<file path="config.mk">
export PLATFORM = sky130hd
export DESIGN_NAME = dma_bus_arbiter_flat
export DESIGN_NICKNAME = d
export VERILOG_FILES = /design/src/rtl/dma_bus_arbiter_pkg.sv /design/src/rtl/dma_bus_arbiter_if.sv /design/src/rtl/dma_bus_arbiter_wdog.sv /design/src/rtl/dma_bus_arbiter.sv /design/src/flat_wrapper.sv
export SDC_FILE = /design/constraint.sdc
export NUM_CORES = 1
export LEC_CHECK = 0
export CAP_MARGIN = 20
export CORE_AREA = 2 2 124 126
export CTS_CLUSTER_SIZE = 24
export DETAILED_ROUTE_END_ITERATION = 6
export DIE_AREA = 0 0 126 128
export PLACE_DENSITY = 0.54
export SLEW_MARGIN = 20
export SYNTH_ARGS = -nofsm -noshare
export SYNTH_HDL_FRONTEND = slang
export SYNTH_SLANG_ARGS = --single-unit
</file>
<file path="constraint.sdc">
create_clock -name clk -period 2.35 [get_ports clk]
set_clock_uncertainty 0.2 [all_clocks]
set_input_delay 0.3525 -clock clk [delete_from_list [all_inputs] [get_ports clk]]
set_output_delay 0.3525 -clock clk [all_outputs]
set_load 0.05 [all_outputs]
</file>
<file path="src/rtl/dma_bus_arbiter_pkg.sv">
// Shared types and defaults for the DMA bus arbiter: FSM state encoding,
// port-owner encoding, default widths and a saturating counter helper.
package dma_bus_arbiter_pkg;

    localparam int DEF_AW          = 32;
    localparam int DEF_DW          = 32;
    localparam int DEF_TIMEOUT_CYC = 4096;

    typedef enum logic [2:0] {
        ST_IDLE    = 3'd0,
        ST_DRAIN   = 3'd1,
        ST_GRANT   = 3'd2,
        ST_RELEASE = 3'd3,
        ST_LOCKOUT = 3'd4
    } state_e;

    typedef enum logic {
        OWN_CPU = 1'b0,
        OWN_DMA = 1'b1
    } owner_e;

    // Increment that sticks at all-ones instead of wrapping.
    function automatic logic [15:0] sat_inc16(input logic [15:0] val);
        return (val == 16'hFFFF) ? val : val + 16'd1;
    endfunction

endpackage

</file>
<file path="src/rtl/dma_bus_arbiter_if.sv">
// Bus bundle between the CPU, the coprocessor DMA, the shared memory port
// and the arbiter. The arbiter uses the slave view; the environment driving
// requests and the memory uses the master view.
interface dma_bus_arbiter_if
    import dma_bus_arbiter_pkg::*;
#(
    parameter int AW = DEF_AW,
    parameter int DW = DEF_DW
);
    // CPU side
    logic          cpu_busy;
    logic          cpu_we;
    logic [AW-1:0] cpu_addr;
    logic [DW-1:0] cpu_wd;
    logic [DW-1:0] cpu_rd;
    logic          cpu_stall;
    // DMA side
    logic          dma_hold;
    logic          dma_hold_ack;
    logic          dma_we;
    logic [AW-1:0] dma_addr;
    logic [DW-1:0] dma_wd;
    logic [DW-1:0] dma_rd;
    // Shared memory port
    logic          mem_we;
    logic [AW-1:0] mem_addr;
    logic [DW-1:0] mem_wd;
    logic [DW-1:0] mem_rd;
    // Status
    logic          err_clr;
    logic          timeout_err;
    logic [15:0]   grant_cnt;

    modport slave (
        input  cpu_busy, cpu_we, cpu_addr, cpu_wd,
        output cpu_rd, cpu_stall,
        input  dma_hold, dma_we, dma_addr, dma_wd,
        output dma_hold_ack, dma_rd,
        output mem_we, mem_addr, mem_wd,
        input  mem_rd,
        input  err_clr,
        output timeout_err, grant_cnt
    );

    modport master (
        output cpu_busy, cpu_we, cpu_addr, cpu_wd,
        input  cpu_rd, cpu_stall,
        output dma_hold, dma_we, dma_addr, dma_wd,
        input  dma_hold_ack, dma_rd,
        input  mem_we, mem_addr, mem_wd,
        output mem_rd,
        output err_clr,
        input  timeout_err, grant_cnt
    );

endinterface

</file>
<file path="src/rtl/dma_bus_arbiter_wdog.sv">
// Grant watchdog: counts consecutive cycles spent in GRANT and flags the
// last allowed one. Only instantiated when DMA_BUS_ARBITER_TIMEOUT_EN is
// defined.
module dma_bus_arbiter_wdog #(
    parameter int TIMEOUT_CYC = 4096
) (
    input  logic clk,
    input  logic rst,
    input  logic grant_i,
    output logic expire_o
);
    localparam int CW = $clog2(TIMEOUT_CYC + 1);

    logic [CW-1:0] cnt_q;
    logic [CW-1:0] cnt_d;

    // Count while granted, restart from zero whenever the grant is absent.
    // The arbiter leaves GRANT on expiry, so the count never runs past the limit.
    always_comb begin
        cnt_d = grant_i ? cnt_q + CW'(1) : '0;
    end

    // Counter register with asynchronous reset.
    // NOTE: sequential state uses <= so every flop samples pre-edge values.
    always_ff @(posedge clk or posedge rst) begin
        if (rst) cnt_q <= '0;
        else     cnt_q <= cnt_d;
    end

    // The TIMEOUT_CYC-th consecutive GRANT cycle is the last one.
    assign expire_o = grant_i && (cnt_q == CW'(TIMEOUT_CYC - 1));

endmodule

</file>
<file path="src/rtl/dma_bus_arbiter.sv">
// Shared memory port arbiter between the CPU and a coprocessor DMA.
// The CPU owns the port by default; a DMA request stalls the CPU, waits for
// its in-flight access to drain, then hands the port to the DMA.
// Optional feature: define DMA_BUS_ARBITER_TIMEOUT_EN to revoke grants that
// last TIMEOUT_CYC cycles and report them through a sticky timeout_err.
module dma_bus_arbiter
    import dma_bus_arbiter_pkg::*;
#(
    parameter int AW          = DEF_AW,
    parameter int DW          = DEF_DW,
    parameter int TIMEOUT_CYC = DEF_TIMEOUT_CYC
) (
    input  logic           clk,
    input  logic           rst,
    dma_bus_arbiter_if.slave bus
);
    state_e      state_q, state_d;
    owner_e      owner_q, owner_d;
    logic        ack_q,   ack_d;
    logic        stall_q, stall_d;
    logic [15:0] cnt_q,   cnt_d;
    logic        expire;

    logic          mux_we;
    logic [AW-1:0] mux_addr;
    logic [DW-1:0] mux_wd;
    logic [DW-1:0] mux_cpu_rd;
    logic [DW-1:0] mux_dma_rd;

`ifdef DMA_BUS_ARBITER_TIMEOUT_EN
    logic err_q, err_d;

    dma_bus_arbiter_wdog #(
        .TIMEOUT_CYC (TIMEOUT_CYC)
    ) u_wdog (
        .clk      (clk),
        .rst      (rst),
        .grant_i  (state_q == ST_GRANT),
        .expire_o (expire)
    );

    // Sticky error: a revocation in the same cycle as err_clr keeps the flag set.
    always_comb begin
        err_d = bus.err_clr ? 1'b0 : err_q;
        if (state_q == ST_GRANT && state_d == ST_LOCKOUT) err_d = 1'b1;
    end

    // Error flag register.
    always_ff @(posedge clk or posedge rst) begin
        if (rst) err_q <= 1'b0;
        else     err_q <= err_d;
    end

    assign bus.timeout_err = err_q;
`else
    localparam int unused_timeout_cyc = TIMEOUT_CYC;
    logic unused_err_clr;

    assign unused_err_clr  = bus.err_clr;
    assign expire          = 1'b0;
    assign bus.timeout_err = 1'b0;
`endif

    // Next state and registered outputs, all derived from the next state.
    // NOTE: every always_comb output gets a default first so no latch is inferred.
    always_comb begin
        state_d = state_q;
        case (state_q)
            ST_IDLE:    if (bus.dma_hold) state_d = ST_DRAIN;
            ST_DRAIN: begin
                if (!bus.dma_hold)      state_d = ST_IDLE;
                else if (!bus.cpu_busy) state_d = ST_GRANT;
            end
            ST_GRANT: begin
                if (expire)             state_d = ST_LOCKOUT;
                else if (!bus.dma_hold) state_d = ST_RELEASE;
            end
            ST_RELEASE: state_d = ST_IDLE;
            ST_LOCKOUT: if (!bus.dma_hold) state_d = ST_IDLE;
            default:    state_d = ST_IDLE;
        endcase

        ack_d   = (state_d == ST_GRANT);
        owner_d = (state_d == ST_GRANT) ? OWN_DMA : OWN_CPU;
        stall_d = (state_d == ST_DRAIN) || (state_d == ST_GRANT) ||
                  (state_d == ST_RELEASE);
        cnt_d   = (state_q == ST_GRANT && state_d == ST_RELEASE) ?
                  sat_inc16(cnt_q) : cnt_q;
    end

    // FSM state and output registers; reset returns the port to the CPU at once.
    always_ff @(posedge clk or posedge rst) begin
        if (rst) begin
            state_q <= ST_IDLE;
            owner_q <= OWN_CPU;
            ack_q   <= 1'b0;
            stall_q <= 1'b0;
            cnt_q   <= 16'd0;
        end else begin
            state_q <= state_d;
            owner_q <= owner_d;
            ack_q   <= ack_d;
            stall_q <= stall_d;
            cnt_q   <= cnt_d;
        end
    end

    // Port mux driven by the registered owner; write enables are gated so the
    // CPU writes only in IDLE and the DMA only in GRANT.
    always_comb begin
        if (owner_q == OWN_DMA) begin
            mux_we     = bus.dma_we && (state_q == ST_GRANT);
            mux_addr   = bus.dma_addr;
            mux_wd     = bus.dma_wd;
            mux_cpu_rd = '0;
            mux_dma_rd = bus.mem_rd;
        end else begin
            mux_we     = bus.cpu_we && (state_q == ST_IDLE);
            mux_addr   = bus.cpu_addr;
            mux_wd     = bus.cpu_wd;
            mux_cpu_rd = bus.mem_rd;
            mux_dma_rd = '0;
        end
    end

    assign bus.mem_we       = mux_we;
    assign bus.mem_addr     = mux_addr;
    assign bus.mem_wd       = mux_wd;
    assign bus.cpu_rd       = mux_cpu_rd;
    assign bus.dma_rd       = mux_dma_rd;
    assign bus.dma_hold_ack = ack_q;
    assign bus.cpu_stall    = stall_q;
    assign bus.grant_cnt    = cnt_q;

endmodule

</file>
<file path="src/flat_wrapper.sv">
// flat-port wrapper written by rule: the top's interface ports become plain ports
module dma_bus_arbiter_flat import dma_bus_arbiter_pkg::*;
#(
    parameter int AW          = DEF_AW,
    parameter int DW          = DEF_DW,
    parameter int TIMEOUT_CYC = DEF_TIMEOUT_CYC
)
  (clk, rst, bus_cpu_busy, bus_cpu_we, bus_cpu_addr, bus_cpu_wd, bus_cpu_rd, bus_cpu_stall, bus_dma_hold, bus_dma_we, bus_dma_addr, bus_dma_wd, bus_dma_hold_ack, bus_dma_rd, bus_mem_we, bus_mem_addr, bus_mem_wd, bus_mem_rd, bus_err_clr, bus_timeout_err, bus_grant_cnt);
  dma_bus_arbiter_if #(.AW(AW), .DW(DW)) bus_i ();
  input  logic clk;
  input  logic rst;
  input wire logic [$bits(bus_i.cpu_busy)-1:0] bus_cpu_busy;
  input wire logic [$bits(bus_i.cpu_we)-1:0] bus_cpu_we;
  input wire logic [$bits(bus_i.cpu_addr)-1:0] bus_cpu_addr;
  input wire logic [$bits(bus_i.cpu_wd)-1:0] bus_cpu_wd;
  output wire logic [$bits(bus_i.cpu_rd)-1:0] bus_cpu_rd;
  output wire logic [$bits(bus_i.cpu_stall)-1:0] bus_cpu_stall;
  input wire logic [$bits(bus_i.dma_hold)-1:0] bus_dma_hold;
  input wire logic [$bits(bus_i.dma_we)-1:0] bus_dma_we;
  input wire logic [$bits(bus_i.dma_addr)-1:0] bus_dma_addr;
  input wire logic [$bits(bus_i.dma_wd)-1:0] bus_dma_wd;
  output wire logic [$bits(bus_i.dma_hold_ack)-1:0] bus_dma_hold_ack;
  output wire logic [$bits(bus_i.dma_rd)-1:0] bus_dma_rd;
  output wire logic [$bits(bus_i.mem_we)-1:0] bus_mem_we;
  output wire logic [$bits(bus_i.mem_addr)-1:0] bus_mem_addr;
  output wire logic [$bits(bus_i.mem_wd)-1:0] bus_mem_wd;
  input wire logic [$bits(bus_i.mem_rd)-1:0] bus_mem_rd;
  input wire logic [$bits(bus_i.err_clr)-1:0] bus_err_clr;
  output wire logic [$bits(bus_i.timeout_err)-1:0] bus_timeout_err;
  output wire logic [$bits(bus_i.grant_cnt)-1:0] bus_grant_cnt;
  assign bus_i.cpu_busy = bus_cpu_busy;
  assign bus_i.cpu_we = bus_cpu_we;
  assign bus_i.cpu_addr = bus_cpu_addr;
  assign bus_i.cpu_wd = bus_cpu_wd;
  assign bus_cpu_rd = bus_i.cpu_rd;
  assign bus_cpu_stall = bus_i.cpu_stall;
  assign bus_i.dma_hold = bus_dma_hold;
  assign bus_i.dma_we = bus_dma_we;
  assign bus_i.dma_addr = bus_dma_addr;
  assign bus_i.dma_wd = bus_dma_wd;
  assign bus_dma_hold_ack = bus_i.dma_hold_ack;
  assign bus_dma_rd = bus_i.dma_rd;
  assign bus_mem_we = bus_i.mem_we;
  assign bus_mem_addr = bus_i.mem_addr;
  assign bus_mem_wd = bus_i.mem_wd;
  assign bus_i.mem_rd = bus_mem_rd;
  assign bus_i.err_clr = bus_err_clr;
  assign bus_timeout_err = bus_i.timeout_err;
  assign bus_grant_cnt = bus_i.grant_cnt;
  dma_bus_arbiter #(.AW(AW), .DW(DW), .TIMEOUT_CYC(TIMEOUT_CYC)) u_core (.clk(clk), .rst(rst), .bus(bus_i));
endmodule
</file>
# Word-level counts from Yosys, hierarchy flattened
# Cells that the tools add are included.
# classes
n_addsub	1
eq_ne	7
n_mux	12
bitwise	1
n_reduce_logical	7
# op_table
op	n
2-to-1 mux 32 bit	4
adder 16 x 1 -> 16 bit, second input constant	1
equality test 16 bit, second input constant	1
2-to-1 mux 3 bit	5
one-hot mux 3 bit (4 select lines)	1
equality test 3 x 2 -> 1 bit, second input constant	3
equality test 3 x 1 -> 1 bit, second input constant	2
equality test 3 bit, second input constant	1
logical AND 1 bit	3
logical NOT 3 bit	1
logical OR 1 bit	2
2-to-1 mux 1 bit	2
AND reduction 2 bit	1
NOT 1 bit	1
# word_totals
register_bits	22
input_bits	167
output_inout_bits	148
wordCells	33

# Longest topological paths before layout
# Gate-level depths: netlist of run 1.
# logic_depth
depth_word	6
ltp_mapped	6
ltp_nobuf	5

# Worst setup path after synthesis of run 1
# Ideal clock, no wire load.
# synth_timing
path_kind	register -> output
start	register, netlist name u_core.bus.dma_hold_ack
end	output port bus_mem_we
arrival_ns	2.320
t_required_ns	1.798
path_slack_ns	-0.522
stages_incl_launch_ff	5
n_path_buf	2
cell_sequence	dfrtp_1 clkbuf_1 buf_2 a31oi_1 nor3_1
# synth_lines
element	line	text
end: declaration	flat_wrapper.sv:24	output wire logic [$bits(bus_i.mem_we)-1:0] bus_mem_we;

==> results by group, run 1 <==
Placed design
  • Routability Congestion: 0.804
  • DP Worst Slack: 0.0403 ns
  • Hpwl dp: 12200 µm
  • Number of input and output port buffers inserted: 312
  • Area of placed instances: 6150 µm²

Synthesis
  • Post-synthesis instance total: 239
  • Top cell type by total area after synthesis: sky130_fd_sc_hd__mux2_2
  • Main flop type after synthesis: sky130_fd_sc_hd__dfrtp_1
  • Post-synthesis register bit count: 21
  • Library cells used by synthesis: 33
  • Most common cell in the synthesized netlist: sky130_fd_sc_hd__mux2_2
  • Yosys top cell area share: 0.326
  • Post-synthesis sequential area ratio: 0.234
  • Mean Syn Cell Area: 9.39 µm²
  • Ys Warns: 0
  • Post-synthesis cell area: 2240 µm²
  • Number of enable-type register cells in the synthesized netlist: 0
  • Post-synthesis net count: 407
  • Synth top area cells: sky130_fd_sc_hd__mux2_2 33%, sky130_fd_sc_hd__dfrtp_1 23%, sky130_fd_sc_hd__and2_1 8.9%
  • Top cell types by occurrence after synthesis: 65 x sky130_fd_sc_hd__mux2_2, 32 x sky130_fd_sc_hd__and2_1, 32 x sky130_fd_sc_hd__nor2b_1
  • Async set or reset register ratio after synthesis: 1.00

Route
  • DRC viols: 0
  • First-iteration detailed-routing DRC count: 86
  • First-pass detailed-route iteration total: 4
  • Routed length per placed instance: 19.2 µm
  • Via density per instance: 4.06
  • Final antenna-violating net count: 0
  • Final wirelength: 14200 µm
  • Number of vias in the routed layout: 3008

Layout
  • Post-route design area: 6240 µm²
  • Antenna Diode Count: 0
  • Net total in the final layout: 721
  • Area Overhead vs Synth: 178%
  • Fraction of layout instances using a drive strength above 1: 0.399

CTS
  • Postcts setup bufs: 1
  • Cts-stage hold buffer count: 0
  • Clock tree from TritonCTS: built
  • Maximum buffer depth of the clock tree: 2
  • Worst skew pair latency: 0.25 ns
  • Clk pin slew, worst setup/hold paths: 0.06 ns
  • Clk sinks: 21
  • Number of clock buffers inserted by TritonCTS: 3
  • Root buffer cell: sky130_fd_sc_hd__clkbuf_16
  • Clock H-tree levels: 1
  • Number of gates resized after CTS: 0

Timing
  • Worst setup margin: 0.109 ns
  • Slew Viols, Final: 0
  • Share of the cycle needed by the critical path after routing: 0.954
  • Slew headroom: 0.643
  • RSZ-0062 raised after global routing: no
  • Slew @ Worst Pin: 0.534 ns
  • Highest achievable clock rate: 446 MHz
  • # setup viols final: 0
  • Setup_tns: 0 ns
  • Crit path time final: 2.24 ns
  • Number of failing hold endpoints at the final stage: 0

Worst setup path
  • CP endpoint kind: primary output
  • Type of element launching the critical path: register
  • Worst Path Arrival: 1.69 ns
  • Type of the worst setup path: register to primary output
  • Req. time, crit path: 1.80 ns
  • Largest driver fanout on the critical path: 51

Power
  • Combinational group share of total power: 0.846
  • Leakage power figure: 2.63 nW
  • Worst IR drop on VDD: 549 µV
  • Reg power frac: 0.094
  • Net switching power: 0.00316 W
  • Share of total power in the clock network: 0.060
  • Internal power: 0.00275 W
  • Switching part of the total power: 0.534
  • Power density over the cells: 947 nW/µm²

Floorplanning
  • Effective utilization at floorplan: 0.151
  • # IOs: 315
  • Die outline height: 128 µm
  • Row count: 45
  • Placeable core region: 14900 µm²
  • Full die area: 16100 µm²
  • Die span in x: 126 µm

Global routing
  • First-pass GRT wire length: 20000 µm
  • Initial antenna violation count: 0
  • Residual overflow from global routing: 0
  • Maximum number of pins on one net before global-route repair: 52
  • Total GRT Usage: 0.163
  • Vias in the first global route: 2975

Run status
  • Result of the run: finished clean

Worst hold path
  • Classification of the worst-slack hold path: input pin to async pin

Run
  • Max Cap Viol: 0
[power by group through the flow]
stage,Sequential [W],Combinational (W),Clock [W]
6_report,0.000555,0.00500,0.000354
5_1_grt,0.000571,0.00518,0.000378
4_1_cts,0.000560,0.00505,0.000365
3_5_place_dp,0.000587,0.00498,0
3_3_place_gp,0.000579,0.00496,0
2_1_floorplan,0.000669,0.00271,0
[critical path: stages, from the launching register on]
cell	delay [ns]
sky130_fd_sc_hd__dfrtp_4	0.59
sky130_fd_sc_hd__buf_12	0.27
sky130_fd_sc_hd__mux2_2	0.36
sky130_fd_sc_hd__buf_4	0.19
[sequential cells by signal (all words and copies together) (netlist names)]
| register | flops |
|---|---|
| u_core.bus.grant_cnt | 16 |
| u_core.state_q | 3 |
| u_core.bus.cpu_stall | 1 |
| u_core.bus.dma_hold_ack | 1 |
[routing by layer]
metal  routed length [µm]  global-route usage
met4                  244              0.0304
met2                 6950               0.279
met1                 6290               0.223
met5                    0                   0
met3                  709              0.0205
[area by class of cell]
class	instances	area [µm²]
inverter	1	3.75
tap	188	235
clock buffer	4	78.8
multi-input combinational	200	1650
fill	1422	8630
timing repair buffer	326	3740
sequential	21	529
[cell families (layout without fill, tap and decap cells)]
logic type,Yosys count,after routing,synth area share
flops,21,21,0.234
fa+ha+maj,1,1,0.00557
compound gates,4,4,0.0123
simple gates,114,114,0.324
xor+xnor,15,15,0.0585
other cells,1,1,0.00167
mux,65,65,0.326
buf+inv,18,331,0.0373
[cell usage in the layout (no fill, tap or decap), types with 2 or more instances in the layout]
master                            count
sky130_fd_sc_hd__clkdlybuf4s50_1    182
sky130_fd_sc_hd__buf_4               76
sky130_fd_sc_hd__buf_12              67
sky130_fd_sc_hd__mux2_2              65
sky130_fd_sc_hd__and2_1              32
sky130_fd_sc_hd__nor2b_1             32
sky130_fd_sc_hd__dfrtp_1             20
sky130_fd_sc_hd__xor2_1              15
sky130_fd_sc_hd__nor3_1              10
sky130_fd_sc_hd__nand3_1              7
sky130_fd_sc_hd__nand4_1              5
sky130_fd_sc_hd__nand2_1              4
sky130_fd_sc_hd__and3_1               3
sky130_fd_sc_hd__nor3b_1              3
sky130_fd_sc_hd__or2b_1               3
sky130_fd_sc_hd__nor2_1               3
sky130_fd_sc_hd__clkbuf_16            3
sky130_fd_sc_hd__nor4_2               2
sky130_fd_sc_hd__and4_1               2
[metrics by stage]
step           power [W]  hold slack (ns)  utilization  std cells
2_1_floorplan    0.00338            0.129            -        239
3_3_place_gp     0.00554            0.298        0.414        735
3_5_place_dp     0.00557            0.309        0.414        735
4_1_cts          0.00597            0.208        0.420        740
5_1_grt          0.00613            0.232        0.420        740
6_report         0.00591            0.194        0.420        740
[path summary, 6_finish.rpt]
kind	startpoint	endpoint	slack (ns)	cells past startpoint
min in group clk	u_core.bus.grant_cnt[4]	u_core.bus.grant_cnt[4]	0.33	1
worst min-delay path	rst	u_core.bus.grant_cnt[12]	0.19	2
worst max register to register	u_core.bus.grant_cnt[1]	u_core.bus.grant_cnt[1]	0.32	6
max in group asynchronous	rst	u_core.bus.grant_cnt[14]	1.26	3
worst max-delay path	u_core.bus.dma_hold_ack	bus_mem_wd[4]	0.11	3
worst min register to register	u_core.bus.grant_cnt[4]	u_core.bus.grant_cnt[4]	0.33	1
Power figures use the tool's default switching activity.
==> run 2: changes to the inputs <==
SKIP_CTS_REPAIR_TIMING = 1   (was unset)
==> run 2 against run 1 <==
Power is essentially flat. Critical path type unchanged. Final area unchanged. Setup slack better by 0.0035 ns. Sequential cell count unchanged. Fmax up 0.16%. Critical endpoint unchanged.
==> results by group, run 2 (synthesis results as in run 1) <==
Power
  • Share of total power in the clock network: 0.060
  • Combinational group share of total power: 0.846
  • Power density over the cells: 947 nW/µm²
  • Worst IR drop on VDD: 548 µV
  • Leakage power figure: 2.63 nW
  • Net switching power: 0.00316 W
  • Reg power frac: 0.094
  • Internal power: 0.00275 W
  • Switching part of the total power: 0.534
  • Power, Total: 0.00591 W

CTS
  • Worst skew pair latency: 0.25 ns
  • Clock tree from TritonCTS: built
  • Number of clock buffers inserted by TritonCTS: 3
  • Clock H-tree levels: 1
  • Clk pin slew, worst setup/hold paths: 0.06 ns
  • Root buffer cell: sky130_fd_sc_hd__clkbuf_16
  • Maximum buffer depth of the clock tree: 2
  • Clk sinks: 21

Timing
  • Slew Viols, Final: 0
  • Number of failing hold endpoints at the final stage: 0
  • # setup viols final: 0
  • RSZ-0062 raised after global routing: no
  • Slew @ Worst Pin: 0.534 ns
  • Crit path time final: 2.24 ns
  • Highest achievable clock rate: 447 MHz
  • Share of the cycle needed by the critical path after routing: 0.952
  • Slew headroom: 0.643

Layout
  • Net total in the final layout: 721
  • Area of all sequential standard cells: 529 µm²
  • Final standard cell count with taps included and fillers excluded: 740
  • Filler instances: 1422
  • Max reg flops: 16
  • Post-route design area: 6240 µm²
  • Commonest non-fill, non-tap cells in the layout: 182 x sky130_fd_sc_hd__clkdlybuf4s50_1, 76 x sky130_fd_sc_hd__buf_4, 67 x sky130_fd_sc_hd__buf_12
  • Antenna Diode Count: 0
  • Fraction of layout instances using a drive strength above 1: 0.399
  • Area Overhead vs Synth: 178%
  • Most common cell after layout, fill and taps aside: sky130_fd_sc_hd__clkdlybuf4s50_1
  • Multi-input gate area in the final layout: 1650 µm²

Global routing
  • Grt met3 use: 0.0205
  • Met1 usage in global routing: 0.220
  • Residual overflow from global routing: 0
  • Vias in the first global route: 2958
  • Total GRT Usage: 0.161
  • Routing usage on met2: 0.276
  • Layer with the highest usage after global routing: met2
  • First-pass GRT wire length: 19900 µm
  • Initial antenna violation count: 0
  • Maximum number of pins on one net before global-route repair: 52

Worst setup path
  • Type of the worst setup path: register to primary output
  • Largest driver fanout on the critical path: 51
  • Category of cells accounting for the largest share of critical-path delay: flip-flops
  • CP endpoint kind: primary output
  • Cell with the largest stage delay on the worst path: sky130_fd_sc_hd__dfrtp_4
  • Delay contributed by the slowest stage of the critical path: 0.59 ns
  • Worst Path Arrival: 1.69 ns
  • Cell-by-cell listing of the critical path: buf_12, mux2_2, buf_4
  • Number of buffers and inverters on the critical path: 2
  • Type of element launching the critical path: register
  • Req. time, crit path: 1.80 ns

Placed design
  • Area of placed instances: 6150 µm²
  • Routability Congestion: 0.804
  • Number of placed cells counting well taps: 735
  • Hpwl dp: 12200 µm
  • Number of input and output port buffers inserted: 312

Run status
  • Result of the run: finished clean

Route
  • First-pass detailed-route iteration total: 4
  • Final antenna-violating net count: 0
  • Number of vias in the routed layout: 3013
  • First-iteration detailed-routing DRC count: 90
  • Via density per instance: 4.07
  • Routed length per placed instance: 19.2 µm
  • DRC viols: 0
  • Final wirelength: 14200 µm

Run
  • Max Cap Viol: 0

Floorplanning
  • Full die area: 16100 µm²
  • Die outline height: 128 µm
  • Placeable core region: 14900 µm²
  • Effective utilization at floorplan: 0.151
  • Die span in x: 126 µm
  • Row count: 45
  • # IOs: 315

Worst hold path
  • Classification of the worst-slack hold path: input pin to async pin
## run 2: power groups by stage
stage | logic [W] | registers, W | clock network [W]
6_report | 0.00500 | 0.000555 | 0.000356
4_1_cts | 0.00500 | 0.000582 | 0.000365
3_5_place_dp | 0.00498 | 0.000587 | 0
2_1_floorplan | 0.00271 | 0.000669 | 0
3_3_place_gp | 0.00496 | 0.000579 | 0
5_1_grt | 0.00518 | 0.000571 | 0.000378
## run 2: metal layers
layer | vias to the layer above | share of wire
met3 | 12 | 0.051
met5 | - | 0
met4 | 0 | 0.017
met2 | 123 | 0.49
met1 | 1423 | 0.44
li1 | 1455 | -
## run 2: per-stage QoR
stage	util	hold WS (ns)	worst slack, ns	TNS, ns
global route	0.420	0.232	0.0281	0
floorplan	-	0.129	0.0528	0
finish	0.420	0.192	0.112	0
global placement	0.414	0.298	0.0290	0
CTS	0.419	0.208	-0.0140	-0.0898
detailed placement	0.414	0.309	0.0403	0
## run 2: worst paths after layout
path | startpoint | slack, ns | depth (start not counted) | end
max reg2reg | u_core.bus.grant_cnt[1] | 0.31 | 6 | u_core.bus.grant_cnt[1]
max in group asynchronous | rst | 1.27 | 3 | u_core.bus.grant_cnt[14]
min | rst | 0.19 | 2 | u_core.bus.grant_cnt[12]
min in group clk | u_core.bus.grant_cnt[15] | 0.32 | 1 | u_core.bus.grant_cnt[15]
max | u_core.bus.dma_hold_ack | 0.11 | 3 | bus_mem_wd[4]
min reg2reg | u_core.bus.grant_cnt[15] | 0.32 | 1 | u_core.bus.grant_cnt[15]
## run 2: cell type report
cell class              count  share of cell area
repair buffers            326               0.600
multi-input cells         200               0.264
flip-flops and latches     21              0.0848
clock buffers               4              0.0126
inverters                   1            0.000602
well taps                 188              0.0377
==> run 3: changes to the inputs <==
REMOVE_ABC_BUFFERS = 1   (was unset)
==> run 3 against run 2 <==
Clock power is essentially flat. Setup slack worse by 0.044 ns. Power grew 4.9%. Core utilization up 1.5 points. Final area grew 3.6%. Count of clock-buffer cells in the layout is the same. Wire length up 10%. First-iteration DRC count down 23%. Combinational power up 5.4%. Highest routed layer is now met5.
==> results by group, run 3 (synthesis results as in run 1) <==
Run status
  • Result of the run: finished clean

Worst setup path
  • Reg2Reg Setup Slack: 0.34 ns
  • Cell-by-cell listing of the critical path: buf_4, mux2_2, buf_4
  • Largest driver fanout on the critical path: 15
  • Cell with the largest stage delay on the worst path: sky130_fd_sc_hd__dfrtp_4
  • CP endpoint kind: primary output
  • Reg2Reg Capture Point: u_core.bus.grant_cnt[4]
  • Most common cell type on the critical path: sky130_fd_sc_hd__buf_4
  • Type of element launching the critical path: register
  • Type of the worst setup path: register to primary output
  • Register-to-Register Path Depth: 6
  • Worst Path Arrival: 1.73 ns
  • Delay contributed by the slowest stage of the critical path: 0.61 ns
  • Reg2Reg Launch Point: u_core.bus.grant_cnt[1]
  • Req. time, crit path: 1.80 ns

Global routing
  • Initial antenna violation count: 5
  • Vias in the first global route: 3182
  • Total GRT Usage: 0.184
  • Maximum number of pins on one net before global-route repair: 28
  • First-pass GRT wire length: 21800 µm
  • Residual overflow from global routing: 0

Placed design
  • Routability Congestion: 0.871
  • DP Worst Slack: 0.0323 ns
  • Number of placed cells counting well taps: 735
  • Number of input and output port buffers inserted: 312
  • Hpwl dp: 13900 µm
  • Area of placed instances: 6360 µm²

Floorplanning
  • Placeable core region: 14900 µm²
  • Die outline height: 128 µm
  • # IOs: 315
  • Row count: 45
  • Full die area: 16100 µm²
  • Die span in x: 126 µm
  • Effective utilization at floorplan: 0.151

CTS
  • Clk sinks: 21
  • Clock tree from TritonCTS: built
  • Maximum buffer depth of the clock tree: 2
  • Root buffer cell: sky130_fd_sc_hd__clkbuf_16
  • Clock H-tree levels: 1
  • Number of clock buffers inserted by TritonCTS: 3
  • Clk pin slew, worst setup/hold paths: 0.06 ns
  • Worst skew pair latency: 0.25 ns

Timing
  • Number of failing hold endpoints at the final stage: 0
  • Slew Viols, Final: 0
  • Slew headroom: 0.651
  • Worst setup margin: 0.0679 ns
  • Share of the cycle needed by the critical path after routing: 0.971
  • Highest achievable clock rate: 438 MHz
  • RSZ-0062 raised after global routing: no
  • # setup viols final: 0
  • Crit path time final: 2.28 ns
  • Slew @ Worst Pin: 0.522 ns

Layout
  • Most common cell after layout, fill and taps aside: sky130_fd_sc_hd__clkdlybuf4s50_1
  • Commonest non-fill, non-tap cells in the layout: 182 x sky130_fd_sc_hd__clkdlybuf4s50_1, 85 x sky130_fd_sc_hd__buf_12, 65 x sky130_fd_sc_hd__mux2_2
  • Filler instances: 1428
  • Post-route design area: 6460 µm²
  • Core Util, Final: 0.435
  • Net total in the final layout: 721
  • Area Overhead vs Synth: 188%
  • Fraction of layout instances using a drive strength above 1: 0.397
  • Final standard cell count with taps included and fillers excluded: 744
  • Max reg flops: 16

Route
  • Length of routed met3 wiring: 2560 µm
  • First-iteration detailed-routing DRC count: 69
  • Final antenna-violating net count: 0
  • Via density per instance: 4.12
  • Routed met2 length: 6690 µm
  • Highest metal layer used by the detailed router: met5
  • Wire length the detailed router placed on met1: 6240 µm
  • Routed length per placed instance: 21.0 µm
  • Number of vias in the routed layout: 3066
  • Final wirelength: 15600 µm
  • First-pass detailed-route iteration total: 4
  • DRC viols: 0

Run
  • Max Cap Viol: 0

Power
  • Leakage power figure: 2.71 nW
  • Internal power: 0.00294 W
  • Share of total power in the clock network: 0.057
  • Combinational group share of total power: 0.851
  • Switching part of the total power: 0.525
  • Power density over the cells: 958 nW/µm²
  • Net switching power: 0.00325 W
  • Worst IR drop on VDD: 583 µV
  • Reg power frac: 0.092

Worst hold path
  • Classification of the worst-slack hold path: input pin to async pin
## run 3: worst max path at each step
stage | from | cells past startpoint | endpoint | slack, ns
floorplan | u_core.bus.dma_hold_ack | 2 | bus_mem_we | -2.23
global placement | bus_dma_hold | 5 | u_core.bus.grant_cnt[9] | 0.05
detailed placement | bus_dma_hold | 5 | u_core.bus.grant_cnt[7] | 0.03
CTS | u_core.bus.dma_hold_ack | 3 | bus_mem_addr[17] | -0.04
global route | u_core.bus.dma_hold_ack | 3 | bus_mem_addr[17] | 0.003
finish | u_core.bus.dma_hold_ack | 3 | bus_mem_wd[5] | 0.07
## run 3: area by class of cell
class                   instances  area, µm²  share of cell area
repair buffers                326       3970               0.614
diodes                          4       10.0             0.00155
multi-input cells             200       1640               0.253
inverters                       1       3.75            0.000581
flip-flops and latches         21        529              0.0819
clock buffers                   4       78.8              0.0122
well taps                     188        235              0.0364
## run 3: power groups by stage
stage	Combinational [W]	Sequential, W	Clock [W]
2_1_floorplan	0.00253	0.000826	0
3_3_place_gp	0.00524	0.000592	0
3_5_place_dp	0.00526	0.000598	0
4_1_cts	0.00527	0.000593	0.000359
5_1_grt	0.00547	0.000587	0.000381
6_report	0.00527	0.000568	0.000354
## run 3: worst max-delay path, delay by kind of cell, from the launching register on
family                 cells  cell delay, ns
DFF                        1            0.61
buffers and inverters      2            0.46
muxes                      1            0.40
## run 3: per-stage QoR
step	hold slack, ns	TNS, ns	total power, W
after global placement	0.300	0	0.00583
after floorplan	0.129	-211.91	0.00335
after detailed placement	0.304	0	0.00586
after global routing	0.184	0	0.00644
after CTS	0.149	-0.192	0.00623
final	0.132	0	0.00619
## run 3: per-layer routing
layer,track usage,vias up
met5,0,-
met2,0.276,173
li1,-,1463
met3,0.128,8
met1,0.227,1418
met4,0.0149,4
